==> config.mk <==
export PLATFORM = sky130hd
export DESIGN_NAME = pipe_hazard_unit
export DESIGN_NICKNAME = d
export VERILOG_FILES = /design/src/rtl/pipe_pkg.sv /design/src/rtl/hz_stage_reg.sv /design/src/rtl/pipe_hazard_unit.sv
export SDC_FILE = /design/constraint.sdc
export NUM_CORES = 1
export LEC_CHECK = 0
export ABC_AREA = 1
export CAP_MARGIN = 20
export CORE_MARGIN = 2
export CORE_UTILIZATION = 53
export CTS_CLUSTER_DIAMETER = 100
export CTS_CLUSTER_SIZE = 10
export DETAILED_ROUTE_END_ITERATION = 12
export GPL_TIMING_DRIVEN = 0
export PLACE_DENSITY = 0.78
export SYNTH_ARGS = -nofsm -noshare
export SYNTH_HDL_FRONTEND = slang
export SYNTH_SLANG_ARGS = --single-unit
==> constraint.sdc <==
create_clock -name Clk -period 1.45 [get_ports Clk]
set_input_delay 0.29 -clock Clk [delete_from_list [all_inputs] [get_ports Clk]]
set_output_delay 0.29 -clock Clk [all_outputs]
set_load 0.05 [all_outputs]
==> src/rtl/pipe_pkg.sv <==
// Shared types and helpers for the pipeline hazard scoreboard.
// Register addresses are stored zero-extended to HZ_RD_W so one entry type serves any AW up to 8.
package pipe_pkg;

  localparam int HZ_RD_W = 8;
  localparam int STG_EX  = 1;
  localparam int STG_MEM = 2;

  typedef struct packed {
    logic               valid;
    logic [HZ_RD_W-1:0] rd;
    logic               regwrite;
    logic               memread;
  } hz_entry_t;

  // A producer only counts when it really writes a non-x0 register the consumer reads.
  function automatic logic fw_match(input hz_entry_t entry,
                                    input logic [HZ_RD_W-1:0] src,
                                    input logic use_src);
    return entry.valid && entry.regwrite && (entry.rd != '0) && (entry.rd == src) && use_src;
  endfunction

endpackage

==> src/rtl/hz_stage_reg.sv <==
// One scoreboard entry: destination/control metadata of the instruction in a single stage.
// Cleared by the synchronous active-low reset and frozen while hold is high.
module hz_stage_reg
  import pipe_pkg::*;
(
  input  logic      clk,
  input  logic      rst_n,
  input  logic      hold,
  input  hz_entry_t d,
  output hz_entry_t q
);

  always_ff @(posedge clk) begin
    if (!rst_n) begin
      q <= '0;
    end else if (!hold) begin
      q <= d;
    end
  end

endmodule

==> src/rtl/pipe_hazard_unit.sv <==
// Hazard scoreboard beside the ID/EX/MEM/WB registers: load-use stall, bubble insertion,
// EX forwarding selects and ID write-back bypass, all derived from per-stage metadata.
module pipe_hazard_unit
  import pipe_pkg::*;
#(
  parameter int AW         = 5,
  parameter int DEPTH      = 3,
  parameter int LOAD_READY = 3,
  parameter int FW         = $clog2(DEPTH + 1)
) (
  input  logic          Clk,
  input  logic          Reset,
  input  logic          iHold,
  input  logic          iID_Valid,
  input  logic [AW-1:0] iID_Rs1,
  input  logic [AW-1:0] iID_Rs2,
  input  logic          iID_Use1,
  input  logic          iID_Use2,
  input  logic [AW-1:0] iID_Rd,
  input  logic          iID_RegWrite,
  input  logic          iID_MemRead,
  input  logic          iFlush,
  output logic          oStall,
  output logic          oBubble,
  output logic [FW-1:0] oFwdSel1,
  output logic [FW-1:0] oFwdSel2,
  output logic          oWbBypass1,
  output logic          oWbBypass2
);

  hz_entry_t stage_d [1:DEPTH];
  hz_entry_t stage_q [1:DEPTH];
  hz_entry_t id_entry;

  logic [HZ_RD_W-1:0] id_rs1;
  logic [HZ_RD_W-1:0] id_rs2;
  logic [HZ_RD_W-1:0] ex_rs1;
  logic [HZ_RD_W-1:0] ex_rs2;
  logic               ex_use1;
  logic               ex_use2;
  logic               load_hit;

  assign id_rs1 = HZ_RD_W'(iID_Rs1);
  assign id_rs2 = HZ_RD_W'(iID_Rs2);

  // A load at stage j has its data on a result bus only from LOAD_READY on; if the ID
  // consumer would reach EX before then, it has to wait.
  always_comb begin
    load_hit = 1'b0;
    for (int j = STG_EX; j <= LOAD_READY - 2; j++) begin
      if (stage_q[j].memread &&
          (fw_match(stage_q[j], id_rs1, iID_Use1) || fw_match(stage_q[j], id_rs2, iID_Use2))) begin
        load_hit = 1'b1;
      end
    end
  end

  assign oStall  = iID_Valid && !iFlush && load_hit;
  assign oBubble = oStall || iFlush;

  always_comb begin
    id_entry = '0;
    if (iID_Valid && !oBubble) begin
      id_entry.valid    = 1'b1;
      id_entry.rd       = HZ_RD_W'(iID_Rd);
      id_entry.regwrite = iID_RegWrite;
      id_entry.memread  = iID_MemRead;
    end
  end

  for (genvar k = 1; k <= DEPTH; k++) begin : g_stage
    if (k == STG_EX) begin : g_head
      assign stage_d[k] = id_entry;
    end else begin : g_chain
      assign stage_d[k] = stage_q[k-1];
    end

    hz_stage_reg u_reg (
      .clk  (Clk),
      .rst_n(Reset),
      .hold (iHold),
      .d    (stage_d[k]),
      .q    (stage_q[k])
    );
  end

  // The EX entry also remembers its own sources so forwarding can be resolved in EX.
  always_ff @(posedge Clk) begin
    if (!Reset) begin
      ex_rs1  <= '0;
      ex_rs2  <= '0;
      ex_use1 <= 1'b0;
      ex_use2 <= 1'b0;
    end else if (!iHold) begin
      ex_rs1  <= id_rs1;
      ex_rs2  <= id_rs2;
      ex_use1 <= iID_Use1 && !oBubble;
      ex_use2 <= iID_Use2 && !oBubble;
    end
  end

  // Scanning oldest to youngest lets the youngest eligible producer overwrite the select.
  always_comb begin
    oFwdSel1 = '0;
    oFwdSel2 = '0;
    if (stage_q[STG_EX].valid) begin
      for (int k = DEPTH; k >= STG_MEM; k--) begin
        if (!(stage_q[k].memread && (k < LOAD_READY))) begin
          if (fw_match(stage_q[k], ex_rs1, ex_use1)) begin
            oFwdSel1 = FW'(k);
          end
          if (fw_match(stage_q[k], ex_rs2, ex_use2)) begin
            oFwdSel2 = FW'(k);
          end
        end
      end
    end
  end

  assign oWbBypass1 = iID_Valid && fw_match(stage_q[DEPTH], id_rs1, iID_Use1);
  assign oWbBypass2 = iID_Valid && fw_match(stage_q[DEPTH], id_rs2, iID_Use2);

endmodule

Yosys cells after proc, flatten, opt, wreduce, memory -nomap -nowiden
Cells that the tools add are included.
{ "totals": {"ff_bits": 44, "latchBits": 0, "mem_bits_rw": 0, "rom_bits": 0, "inputBits": 24, "out_inout_bits": 8, "word_cells": 70, "memories": 0} }
{ "classes": {"n_addsub": 0, "multipliers": 0, "div": 0, "n_lt_le_gt_ge": 0, "n_eq_ne": 8, "n_shift": 0, "muxes": 10, "n_bitwise": 0, "n_reduce_logical": 37} }
{ "op_table": {"columns": ["cell", "count"], "rows": [
  ["8-bit by 5-bit equality test with 1-bit output", 8],
  ["1-bit logical AND", 30],
  ["8-bit nonzero test", 3],
  ["2-bit 2-to-1 mux", 8],
  ["11-bit 2-to-1 mux", 1],
  ["1-bit logical NOT", 2],
  ["1-bit logical OR", 2],
  ["1-bit 2-to-1 mux", 1]
]} }

Longest topological paths before layout
{ "logic_depth": {"word_depth": 12, "ltp_mapped": 10, "mapped_depth_nobuf": 9} }

Hierarchy
Synthesis repeated with hierarchy kept, for this count alone.
{ "unflattened": {"hier_cells": 446, "hier_area_um2": 2635.0} }
{ "modules_own_cells": {"columns": ["mod", "n_inst", "cells_each", "area_per_inst_um2", "seq_area_each_um2"], "rows": [
  ["hz_stage_reg", 3, 69, 454.2, 220.2],
  ["pipe_hazard_unit", 1, 239, 1272.5, 240.2]
]} }

Least setup slack after synthesis
No wires, ideal clock.
{ "synth_timing": {"kind": "reg2out", "from": "reg g_stage[2].u_reg.q[5] in the netlist's numbering", "to": "out oFwdSel2[1]", "t_arrival_ns": 1.877, "t_required_ns": 1.160, "slack_ns": -0.717, "path_stages_with_launch": 7, "n_path_buf": 0, "cell_sequence": "dfxtp_1 > inv_1 > nand2_1 > o21ai_0 > nor4_1 > nand4_1 > o21ai_0"} }
{ "synth_via": {"elab_chain_len": 7, "elab_cells_between_ends": 8, "cone_classes": "1 x eq/ne; 3 x mux; 4 x reduce/logical"} }
{ "synth_rtl": {"columns": ["element", "line_no", "text"], "rows": [
  ["start, declared", "hz_stage_reg.sv:10", "output hz_entry_t q"],
  ["start signal, assigned", "hz_stage_reg.sv:15", "q <= '0;"],
  ["start signal, assigned", "hz_stage_reg.sv:17", "q <= d;"],
  ["8-bit nonzero test", "pipe_pkg.sv:20", "return entry.valid && entry.regwrite && (entry.rd != '0) && (entry.rd == src) && use_src;"],
  ["1-bit logical AND", "pipe_pkg.sv:20", null],
  ["1-bit logical AND * (2 in series)", "pipe_pkg.sv:20", null],
  ["2-bit 2-to-1 mux *", "pipe_hazard_unit.sv:112", "if (fw_match(stage_q[k], ex_rs2, ex_use2)) begin"],
  ["2-bit 2-to-1 mux *", "pipe_hazard_unit.sv:108", "if (!(stage_q[k].memread && (k < LOAD_READY))) begin"],
  ["2-bit 2-to-1 mux *", "pipe_hazard_unit.sv:106", "if (stage_q[STG_EX].valid) begin"],
  ["end, declared", "pipe_hazard_unit.sv:26", "output logic [FW-1:0] oFwdSel2,"]
]} }
Every way passes the cells marked *; elsewhere a longest branch is shown, timed or not.

Worst setup path in the final report
{ "layout_timing": {"from": "reg g_stage[2].u_reg.q[3] in the netlist's numbering", "to": "out oFwdSel2[0]"} }
Same word-level chain as after synthesis.

==> impl_metrics.py <==
metrics = {
    "cells_and_area": {
        "seq_area_um2": 744,
        "drive_above_1_share_pct": 31.7,
        "final_cell_mix": "nand2_1 (47), a21oi_1 (31), o21ai_0 (27)",
        "fillers": 235,
        "multi_input_area_um2": 1190,
        "areaGrowthSynthToFinish_pct": 44.1,
        "diodes": 0,
        "final_nets": 364,
        "layout_commonest_cell": "nand2_1",
        "final_util_pct": 80.8,
        "stdcell_area_um2": 2740,
    },
    "cts": {
        "clock_sinks": 35,
        "cts.path.max_buffers": 2,
        "root_buffer": "clkbuf_4",
        "htree_levels": 2,
        "cts_tree": "done",
        "clk_latency_ns": 0.35,
        "clk_pin_slew_ns": 0.12,
        "numCtsBuffers": 5,
        "hold_buffers": 0,
    },
    "global_routing": {
        "grt_max_degree": 13,
        "grt_pass1_wl_mm": 9.94,
        "grt_pass1_vias": 2049,
        "gr-usage-all-layers_pct": 31.9,
        "antenna_found_initial": 0,
        "overflow": 0,
    },
    "pwr": {
        "p_seq_share_pct": 47.5,
        "power_density_nw_per_um2": 822,
        "internal-power_uw": 1550,
        "p_leak_uw": 0.00115,
        "p_sw_share_pct": 30.9,
        "report.power.total_uw": 2250,
        "clkPwrFrac_pct": 32.9,
        "power.net_switching_uw": 696,
        "ir_drop_mv": 0.828,
        "comb_power_share_pct": 19.6,
    },
    "placed_design": {
        "dpl_worst_slack_ns": -1.19,
        "gp_congestion": 0.910,
        "portBuffers": 31,
        "place_area_um2": 2360,
        "hpwl_mm": 4.31,
    },
    "timing": {
        "worst_pin_slew_ns": 0.552,
        "rsz0062_at_grt": "true",
        "period_share_pct": 139,
        "final.min_clock_period_ns": 2.01,
        "setup_violations": 8,
        "holdWs_ns": 0.366,
        "layout_setup_ws_ns": -0.563,
        "max_freq_mhz": 497,
        "relSlewSlack_pct": 63.0,
        "drv_slew": 0,
        "skew_ns": 0.00929,
        "hold_viol_final": 0,
    },
    "logic_synthesis": {
        "netlist.area_leader.share_pct": 36.9,
        "synthesis.nets": 314,
        "yosysWarnings": 0,
        "ys_seq_area_share_pct": 36.9,
        "synth_edf_count": 0,
        "netlist_area_um2": 1900,
        "yosys_register_bits": 35,
        "syn_avg_cell_area_um2": 6.55,
        "synthArstFlopShare_pct": 0,
        "synthDistinctLibCells": 28,
        "yosys.area.top_type": "dfxtp_1",
        "ys_top_cells_by_area": "dfxtp_1 (37%), nand2_1 (10%), a21oi_1 (9.0%), o21ai_0 (7.9%), inv_1 (7.1%)",
        "postSynthCellCount": 290,
        "ys.flop_type": "dfxtp_1",
    },
    "critical_path": {
        "path_class": "flip-flop to output pin",
        "critPathRequiredTime_ns": 1.16,
        "cp-start-kind": "flip-flop",
        "worstSetupEndpointType": "output pin",
        "cp_cell_sequence": "inv_2 -> nand4_1 -> nand3_2 -> inv_2 -> nand4_1 -> nor2b_4 -> buf_6",
        "cp_top_family": "simple AND/OR/NAND/NOR gates",
        "cp_slowest_cell": "dfxtp_1",
        "cp.arrival_ns": 1.72,
        "cpPeakStageDelay_ns": 0.33,
        "path_buf_inv": 3,
        "crit_fanout": 7,
    },
    "status": {
        "status": "complete, but fails checks",
        "violations": "negative setup slack",
    },
    "detailed_routing": {
        "drt_iter0_drc": 212,
        "num_vias": 2219,
        "antenna_left": 0,
        "first_pass_iters": 6,
        "drt-wirelength-per-cell_um": 16.3,
        "drt-total-wl_mm": 6.31,
        "viasPerCell": 5.73,
        "drc_errors": 0,
    },
    "floorplan": {
        "core_um2": 3390,
        "die_w_um": 63.9,
        "dieHeight_um": 63.9,
        "io_pins": 32,
        "initial_core_util_pct": 56.1,
        "die_area_um2": 4080,
        "num_rows": 21,
    },
    "worst_hold_path": {
        "hold_class": "primary input to flip-flop",
    },
    "flow_run": {
        "max_cap_viol_count": 0,
    },
}
-- worst min-delay path, cell delays in order --
cell and delay [ns]:
dlygate4sd2_1 0.25, inv_2 0.08, a21oi_1 0.06
-- sequential cells by signal (all words and copies together) (netlist names) --
register and count:
ex_rs1 5, ex_rs2 5, ex_use2 1, g_stage.u_reg.q 23, ex_use1 1
-- worst paths after layout --
kind	to	slack, ns	cells past startpoint	from
worst min register to register	ex_use2$_SDFFE_PN0N_	0.49	2	ex_use2$_SDFFE_PN0N_
worst max register to register	g_stage[1].u_reg.q[10]$_SDFFE_PN0N_	0.04	10	g_stage[1].u_reg.q[5]$_SDFFE_PN0N_
worst max-delay path	oFwdSel2[0]	-0.56	7	g_stage[2].u_reg.q[3]$_SDFFE_PN0N_
worst min-delay path	ex_rs1[1]$_SDFFE_PN0N_	0.37	3	iID_Rs1[1]
-- through the flow --
step / setup TNS, ns / cells
after floorplan: -0.209 / 290
final: -3.94 / 387
after detailed placement: -16.07 / 367
after global routing: -4.60 / 387
after CTS: -3.68 / 381
after global placement: -15.44 / 367
-- cell usage after synthesis (3+ instances only) --
cell and number:
o21ai_0 30, nor2_1 29, nand4_1 3, a221oi_1 3
inv_2 3, nand2_1 52, dfxtp_1 35, o22ai_1 9
clkbuf_1 4, inv_1 36, nor4_1 3, nand3_1 20
buf_2 4, nor3_1 6, xor2_1 5, a21oi_1 34
-- what timing repair did --
action,CTS,global route
resized for setup,111,35
setup buffers,7,6
pin swaps,12,13
cloned,0,0
setup endpoints to repair,16,19
-- metal layers --
layer,part of all wire [%],global-route usage [%],vias up
met5,0,0,-
met4,3.0,11.7,0
met3,7.8,6.51,21
met2,47,53.0,103
li1,-,-,1067
met1,42,40.6,1028
-- power groups by stage --
stage,Combinational [uW],Sequential [uW],Clock [uW]
floorplan,240,1070,0
detailed placement,382,1080,0
global route,478,1070,771
global placement,379,1080,0
finish,441,1070,740
CTS,396,1060,731
-- cell families after synthesis --
family          after synthesis  synth area share, %
compound gates               79                 22.4
xor+xnor                      7                 3.23
buf+inv                      51                 10.8
flops                        35                 36.9
simple gates                118                 26.7
-- final cells by class --
class,instances,area share (%)
well taps,46,2.10
inverters,40,6.17
clock inverters,3,1.60
multi-input cells,204,43.6
clock buffers,5,1.37
repair buffers,44,15.8
plain buffers,10,2.19
flip-flops and latches,35,27.2
No activity file was read; power rests on OpenSTA's default activity.
